**src/rtl/motor_plant.sv**
```systemverilog
`default_nettype none
// ============================================================================
// Module   : motor_plant
// Brief    : Behavioural door/motor actuator. Turns motor_up/motor_dn into a
//            moving position with spin-up delay, finite step rate and end-stop
//            overrun detection; raises sticky faults on illegal drive.
// Revision : 1.0 - initial release
// ============================================================================
module motor_plant #(
  parameter int POS_W       = 8,
  parameter int TRAVEL      = 16,
  parameter int INIT_POS    = 0,
  parameter int START_DLY   = 2,
  parameter int STEP_DIV    = 4,
  parameter int OVERRUN_MAX = 8
) (
  input  logic             clk,
  input  logic             rst_n,
  input  logic             motor_up,
  input  logic             motor_dn,
  input  logic             fault_clr,
  output logic [POS_W-1:0] position,
  output logic             up_limit,
  output logic             dn_limit,
  output logic             moving,
  output logic             fault,
  output logic [1:0]       fault_code
);

  // Counter widths hold 0..N-1; at least one bit even when N is 1.
  localparam int SPIN_W = (START_DLY   > 1) ? $clog2(START_DLY)   : 1;
  localparam int STEP_W = (STEP_DIV    > 1) ? $clog2(STEP_DIV)    : 1;
  localparam int OVR_W  = (OVERRUN_MAX > 1) ? $clog2(OVERRUN_MAX) : 1;

  localparam logic [POS_W-1:0]  c_travel    = POS_W'(TRAVEL);
  localparam logic [POS_W-1:0]  c_init_pos  = POS_W'(INIT_POS);
  localparam logic [POS_W-1:0]  c_pos_zero  = '0;
  localparam logic [SPIN_W-1:0] c_spin_last = SPIN_W'(START_DLY - 1);
  localparam logic [STEP_W-1:0] c_step_last = STEP_W'(STEP_DIV - 1);
  localparam logic [OVR_W-1:0]  c_ovr_last  = OVR_W'(OVERRUN_MAX - 1);

  localparam logic [1:0] c_code_none    = 2'd0;
  localparam logic [1:0] c_code_both    = 2'd1;
  localparam logic [1:0] c_code_overrun = 2'd2;
  localparam logic [1:0] c_code_reverse = 2'd3;

  typedef enum logic [2:0] {
    ST_IDLE    = 3'd0,
    ST_SPIN_UP = 3'd1,
    ST_SPIN_DN = 3'd2,
    ST_MOVE_UP = 3'd3,
    ST_MOVE_DN = 3'd4,
    ST_FAULT   = 3'd5
  } state_t;

  state_t              r_state,      w_state;
  logic [POS_W-1:0]    r_position,   w_position;
  logic [SPIN_W-1:0]   r_spin_cnt,   w_spin_cnt;
  logic [STEP_W-1:0]   r_step_cnt,   w_step_cnt;
  logic [OVR_W-1:0]    r_ovr_cnt,    w_ovr_cnt;
  logic [1:0]          r_fault_code, w_fault_code;
  logic                w_both;

  assign w_both = motor_up & motor_dn;

  // State, position, counters and fault code; reset reloads the start position.
  always_ff @(posedge clk or negedge rst_n) begin
    if (!rst_n) begin
      r_state      <= ST_IDLE;
      r_position   <= c_init_pos;
      r_spin_cnt   <= '0;
      r_step_cnt   <= '0;
      r_ovr_cnt    <= '0;
      r_fault_code <= c_code_none;
    end else begin
      r_state      <= w_state;
      r_position   <= w_position;
      r_spin_cnt   <= w_spin_cnt;
      r_step_cnt   <= w_step_cnt;
      r_ovr_cnt    <= w_ovr_cnt;
      r_fault_code <= w_fault_code;
    end
  end

  // Next-state logic: simultaneous drive always wins, then per-state motion rules.
  always_comb begin
    w_state      = r_state;
    w_position   = r_position;
    w_spin_cnt   = r_spin_cnt;
    w_step_cnt   = r_step_cnt;
    w_ovr_cnt    = r_ovr_cnt;
    w_fault_code = r_fault_code;

    if (r_state != ST_FAULT && w_both) begin
      w_state      = ST_FAULT;
      w_fault_code = c_code_both;
    end else begin
      case (r_state)
        ST_IDLE: begin
          if (motor_up) begin
            w_state    = ST_SPIN_UP;
            w_spin_cnt = '0;
          end else if (motor_dn) begin
            w_state    = ST_SPIN_DN;
            w_spin_cnt = '0;
          end
        end

        ST_SPIN_UP: begin
          // Opposite drive during spin-up is harmless: nothing has moved yet.
          if (!motor_up) begin
            w_state    = ST_IDLE;
            w_spin_cnt = '0;
          end else if (r_spin_cnt == c_spin_last) begin
            w_state    = ST_MOVE_UP;
            w_step_cnt = '0;
            w_ovr_cnt  = '0;
          end else begin
            w_spin_cnt = r_spin_cnt + 1'b1;
          end
        end

        ST_SPIN_DN: begin
          if (!motor_dn) begin
            w_state    = ST_IDLE;
            w_spin_cnt = '0;
          end else if (r_spin_cnt == c_spin_last) begin
            w_state    = ST_MOVE_DN;
            w_step_cnt = '0;
            w_ovr_cnt  = '0;
          end else begin
            w_spin_cnt = r_spin_cnt + 1'b1;
          end
        end

        ST_MOVE_UP: begin
          if (motor_up) begin
            if (r_step_cnt == c_step_last) begin
              w_step_cnt = '0;
              if (r_position < c_travel) begin
                w_position = r_position + 1'b1;
              end
            end else begin
              w_step_cnt = r_step_cnt + 1'b1;
            end
            // Overrun only accumulates while pushing against the stop.
            if (r_position == c_travel) begin
              if (r_ovr_cnt == c_ovr_last) begin
                w_state      = ST_FAULT;
                w_fault_code = c_code_overrun;
              end else begin
                w_ovr_cnt = r_ovr_cnt + 1'b1;
              end
            end else begin
              w_ovr_cnt = '0;
            end
          end else if (motor_dn) begin
            w_state      = ST_FAULT;
            w_fault_code = c_code_reverse;
          end else begin
            w_state    = ST_IDLE;
            w_step_cnt = '0;
            w_ovr_cnt  = '0;
          end
        end

        ST_MOVE_DN: begin
          if (motor_dn) begin
            if (r_step_cnt == c_step_last) begin
              w_step_cnt = '0;
              if (r_position != c_pos_zero) begin
                w_position = r_position - 1'b1;
              end
            end else begin
              w_step_cnt = r_step_cnt + 1'b1;
            end
            if (r_position == c_pos_zero) begin
              if (r_ovr_cnt == c_ovr_last) begin
                w_state      = ST_FAULT;
                w_fault_code = c_code_overrun;
              end else begin
                w_ovr_cnt = r_ovr_cnt + 1'b1;
              end
            end else begin
              w_ovr_cnt = '0;
            end
          end else if (motor_up) begin
            w_state      = ST_FAULT;
            w_fault_code = c_code_reverse;
          end else begin
            w_state    = ST_IDLE;
            w_step_cnt = '0;
            w_ovr_cnt  = '0;
          end
        end

        ST_FAULT: begin
          // Exit only once the controller has let go of both drives.
          if (fault_clr && !motor_up && !motor_dn) begin
            w_state      = ST_IDLE;
            w_fault_code = c_code_none;
            w_spin_cnt   = '0;
            w_step_cnt   = '0;
            w_ovr_cnt    = '0;
          end
        end

        default: begin
          w_state = ST_IDLE;
        end
      endcase
    end
  end

  assign position   = r_position;
  assign up_limit   = (r_position == c_travel);
  assign dn_limit   = (r_position == c_pos_zero);
  assign moving     = (r_state == ST_MOVE_UP) || (r_state == ST_MOVE_DN);
  assign fault      = (r_state == ST_FAULT);
  assign fault_code = r_fault_code;

endmodule
`default_nettype wire

```
**config.mk**
```make
export PLATFORM = sky130hd
export DESIGN_NAME = motor_plant
export DESIGN_NICKNAME = d
export VERILOG_FILES = /design/src/rtl/motor_plant.sv
export SDC_FILE = /design/constraint.sdc
export NUM_CORES = 1
export LEC_CHECK = 0
export BUFFER_PORTS_ARGS = -buffer_cell sky130_fd_sc_hd__clkbuf_2
export CORE_MARGIN = 1.5
export CORE_UTILIZATION = 45
export DETAILED_ROUTE_END_ITERATION = 10
export MAX_ROUTING_LAYER = met4
export PLACE_DENSITY = 0.64
export SLEW_MARGIN = 5
export SYNTH_ARGS = -nofsm -noshare
export SYNTH_HDL_FRONTEND = slang
export SYNTH_SLANG_ARGS = --single-unit
```
**constraint.sdc**
```tcl
create_clock -name clk -period 5.02 [get_ports clk]
set_input_delay 0.251 -clock clk [delete_from_list [all_inputs] [get_ports clk]]
set_output_delay 0.251 -clock clk [all_outputs]
set_load 0.1 [all_outputs]
```
After elaboration in Yosys (flattened, before gate mapping) --
Cells that the tools add are included.
Storage, ports and cells: bits in registers 19, output and inout port bits 14
Operators by class: add/subtract/negate cells 5, order comparisons 1, equal/unequal tests 29, muxes and demuxes 60, bitwise gates (word level) 2, reduce and logical (&&, ||, !) cells 18
Operator list (count):
- $mux W3 | 25
- $mux W8 | 6
- $mux W2 | 17
- $ne A4 B4 Y1 const B | 7
- $pmux W3 S6 | 1
- $ne A2 B2 Y1 const B | 8
- $pmux W8 S2 | 1
- $pmux W3 S5 | 1
- $ne A3 B3 Y1 const B | 4
- $reduce_and A6 Y1 | 2
- $pmux W2 S5 | 1
- $eq A3 B3 Y1 const B | 3
- $add A8 B1 Y8 const B | 1
- $eq A8 B5 Y1 const B | 1
- $logic_not A8 Y1 | 1
- $lt A8 B5 Y1 const B | 1
- $reduce_and A8 Y1 | 1
- $reduce_bool A4 Y1 | 2
- $reduce_bool A8 Y1 | 1
- $sub A8 B1 Y8 const B | 1
- $reduce_and A7 Y1 | 1
- $eq A3 B2 Y1 const B | 2
- $mux W1 | 6
- $pmux W2 S3 | 1
- other kinds (17) | 20

Longest topological paths before layout --
depth in word-level cells 6, depth in mapped cells 9

Worst setup path before layout --
OpenSTA, ideal clock, no wires.
path kind reg-to-output, start point reg r_position[0], in the netlist position[0], end point out dn_limit, arrival time 3.029 ns, required time 4.769 ns, slack 1.740 ns, stages on the path, launching flop included 4, path buffers 0, cell sequence dfrtp_1 -> or4_4 -> or2_2 -> nor2_1
On the way: longest elaborated chain between the ends 1
RTL lines:
- from (decl) | RTL line 57 | logic [POS_W-1:0] r_position, w_position;
- from (signal assigned) | RTL line 70 | r_position <= c_init_pos;
- from (signal assigned) | RTL line 77 | r_position <= w_position;
- $logic_not A8 Y1 | RTL line 217 | assign dn_limit = (r_position == c_pos_zero);
- to (decl) | RTL line 24 | output logic dn_limit,
No other way between the ends.

Worst setup path after layout --
start point reg r_state[2], end point reg r_position[2], in the netlist position[2]
On the way: longest elaborated chain between the ends 4, elaborated cells on any way between the ends 14
RTL lines:
- from (decl) | RTL line 56 | state_t r_state, w_state;
- from (signal assigned) | RTL line 76 | r_state <= w_state;
- parallel branches: the longest is 4 deep, another holds $reduce_and A8 Y1
Parallel ways; which one is timed is not known. A chain may end at the register's enable or synchronous reset.

==> reports/metrics.csv <==
metric,value,unit
fp.dieW,60.3,um
core-area,3080,um^2
path_cells,or3b_1 > xnor2_1 > ha_1 > nor3_1 > o21ai_0 > a21oi_1 > xor2_1,
globalRouteOverflowTotal,0,
multi_input_area,920,um^2
cts_max_path_buffers,2,
ios,19,
fin_tns_setup,0,ns
cts_setup_buffers,0,
arrival,2.74,ns
cts-root-buf,clkbuf_4,
synth.distinct_cells,55,
synth_fp_nets,188,
viasPerCell,5.91,
maxCapViolCount,0,
final.fill_count,292,
clock_sinks,19,
firstDrtPassIters,4,
async_flop_share,1.00,
crit_type,flip-flop to flip-flop,
antenna_left,0,
cts_max_level,1,
yosysSeqAreaShare,0.322,
regArea,475,um^2
p_leak,0.732,nW
gp_congestion,0.923,
status,completed,
num_antenna_cells,0,
area_delta_synth_final,8.56,%
io_buffers,18,
final_cell_area,1600,um^2
wl,3.48,mm
place_area,1570,um^2
drv_slew,0,
die_h,60.3,um
start_util,0.480,
final-setup-viol-count,0,
grt_pass1_vias,1270,
crit_required,5.25,ns
die_area,3630,um^2
synthCells,180,
clk_pin_slew,0.11,ns
synth-edff-count,0,
route.detailed.drc,0,
cts_tree,yes,
synth_ff_type,dfrtp_1,
hold_buffers,1,
grt_setup_unrepaired,false,
ir_worst_vdd,0.271,mV
grt_usage,0.215,
finalHoldViolCount,0,
grt_antenna_before_repair,0,
yosys_warnings,0,
max-slew-margin-rel,0.567,
vias,1376,
skew,0.000755,ns
cts_resized,0,
fmax,0.397,GHz
rrSetupSlack,2.50,ns
synth-seq-cells,19,
avgSynthCellArea,8.20,um^2
finalNetCount,198,
p_per_area,475,nW/um^2
rows,20,
finish.utilization,0.521,
timing.hold.ws,0.434,ns
post-route-min-period,2.52,ns
drive_gt1_frac,0.169,
rr_worst_depth,7,
wl_per_cell,14.9,um
crit_slowest_cell,dfrtp_1,
syn_area,1480,um^2
hp-class,input port to asynchronous set/reset pin,
reg2reg_from,r_state[2]$_DFFE_PN0P_,
crit_fanout,17,
instances_no_fill,233,
critPathMaxStageDelay,0.65,ns
grt_pass1_wl,5.84,mm
dp_hpwl,2.57,mm
r2r_end,position[2]$_DFFE_PN0P_,
cts_made_buffers,3,
worst_slew_pin_slew,0.647,ns
cp-start-kind,flip-flop,
grt_max_degree,22,
worstSkewPairLatency,0.29,ns
drtIter0Drc,102,
min_period_over_period,0.501,
dp.cells,228,
critical_path.endpoint_type,flip-flop,
cell usage in the layout (no fill, tap or decap), drive strengths merged, types with 3 or more instances in the layout:
| master | instances |
|---|---|
| nand3b | 3 |
| o21ai | 12 |
| xor2 | 4 |
| a31oi | 4 |
| xnor2 | 3 |
| nor3 | 7 |
| nand2 | 13 |
| a21o | 4 |
| nor2b | 3 |
| nor2 | 15 |
| inv | 7 |
| clkbuf | 22 |
| o21a | 3 |
| nand2b | 6 |
| a21oi | 16 |
| ha | 3 |
| o22ai | 4 |
| mux2 | 3 |
| dfrtp | 19 |
cell families after synthesis:
| family | synth area share |
|---|---|
| buf+inv | 0.0551 |
| simple gates | 0.252 |
| fa+ha+maj | 0.0254 |
| flops | 0.322 |
| compound gates | 0.265 |
| xor+xnor | 0.0415 |
| mux | 0.0390 |
area by class of cell:
type                            count  share of cell area
Multi-Input combinational cell    140               0.574
Sequential cell                    19               0.297
Timing Repair Buffer               19              0.0625
Tap cell                           44              0.0343
Clock buffer                        4              0.0164
Inverter                            7              0.0164
where the power goes:
group	switching (mW)	internal [mW]	total [mW]
Clock	0.0472	0.0309	0.0780
Combinational	0.288	0.139	0.427
Sequential	0.0736	0.183	0.257
synthesized netlist by cell type, drive strengths merged (3+ instances only):
library cell	number	share of area
a21o	4	0.020
a21oi	16	0.054
a31oi	4	0.017
buf	3	0.0093
clkbuf	11	0.028
dfrtp	19	0.32
ha	3	0.025
inv	7	0.018
mux2	3	0.025
nand2	13	0.033
nand2b	6	0.025
nand3b	3	0.015
nor2	15	0.038
nor2b	3	0.013
nor3	7	0.024
o21a	3	0.020
o21ai	12	0.041
o22ai	4	0.017
xnor2	3	0.018
xor2	4	0.024
metrics by stage:
stage | setup slack [ns] | power, mW
after global placement | 2.70 | 0.674
after global routing | 2.30 | 0.822
after detailed placement | 2.55 | 0.683
final | 2.50 | 0.762
after CTS | 2.52 | 0.764
after floorplan | 1.74 | 0.609
worst max-delay path, delay by kind of cell (launching register included):
family | cells | cell delay [ns]
AO/OA/AOI/OAI | 2 | 0.35
XOR/XNOR | 2 | 0.34
AND/OR/NAND/NOR | 2 | 0.86
flip-flops | 1 | 0.65
adder cells (fa/ha/maj) | 1 | 0.23
how the worst max path moves through the flow:
stage | startpoint | to | slack, ns
after CTS | position[0]$_DFFE_PN0P_ | dn_limit | 2.52
after global routing | r_state[2]$_DFFE_PN0P_ | position[2]$_DFFE_PN0P_ | 2.30
after global placement | r_state[1]$_DFFE_PN0P_ | position[2]$_DFFE_PN0P_ | 2.70
after floorplan | position[0]$_DFFE_PN0P_ | dn_limit | 1.74
final | r_state[2]$_DFFE_PN0P_ | position[2]$_DFFE_PN0P_ | 2.50
after detailed placement | r_state[2]$_DFFE_PN0P_ | position[2]$_DFFE_PN0P_ | 2.55
state kept, by name, summed over array words and instances, names as in the netlist:
name / count
r_spin_cnt: 1
r_step_cnt: 2
r_state: 3
fault_code: 2
r_ovr_cnt: 3
position: 8
routing by layer:
| layer | vias up | wire [um] | GRT usage |
|---|---|---|---|
| met1 | 655 | 1610 | 0.286 |
| li1 | 674 | - | - |
| met4 | 0 | 28 | 0.0603 |
| met3 | 4 | 151 | 0.0281 |
| met5 | - | 0 | - |
| met2 | 43 | 1690 | 0.342 |
No activity file was read; power rests on OpenSTA's default activity.
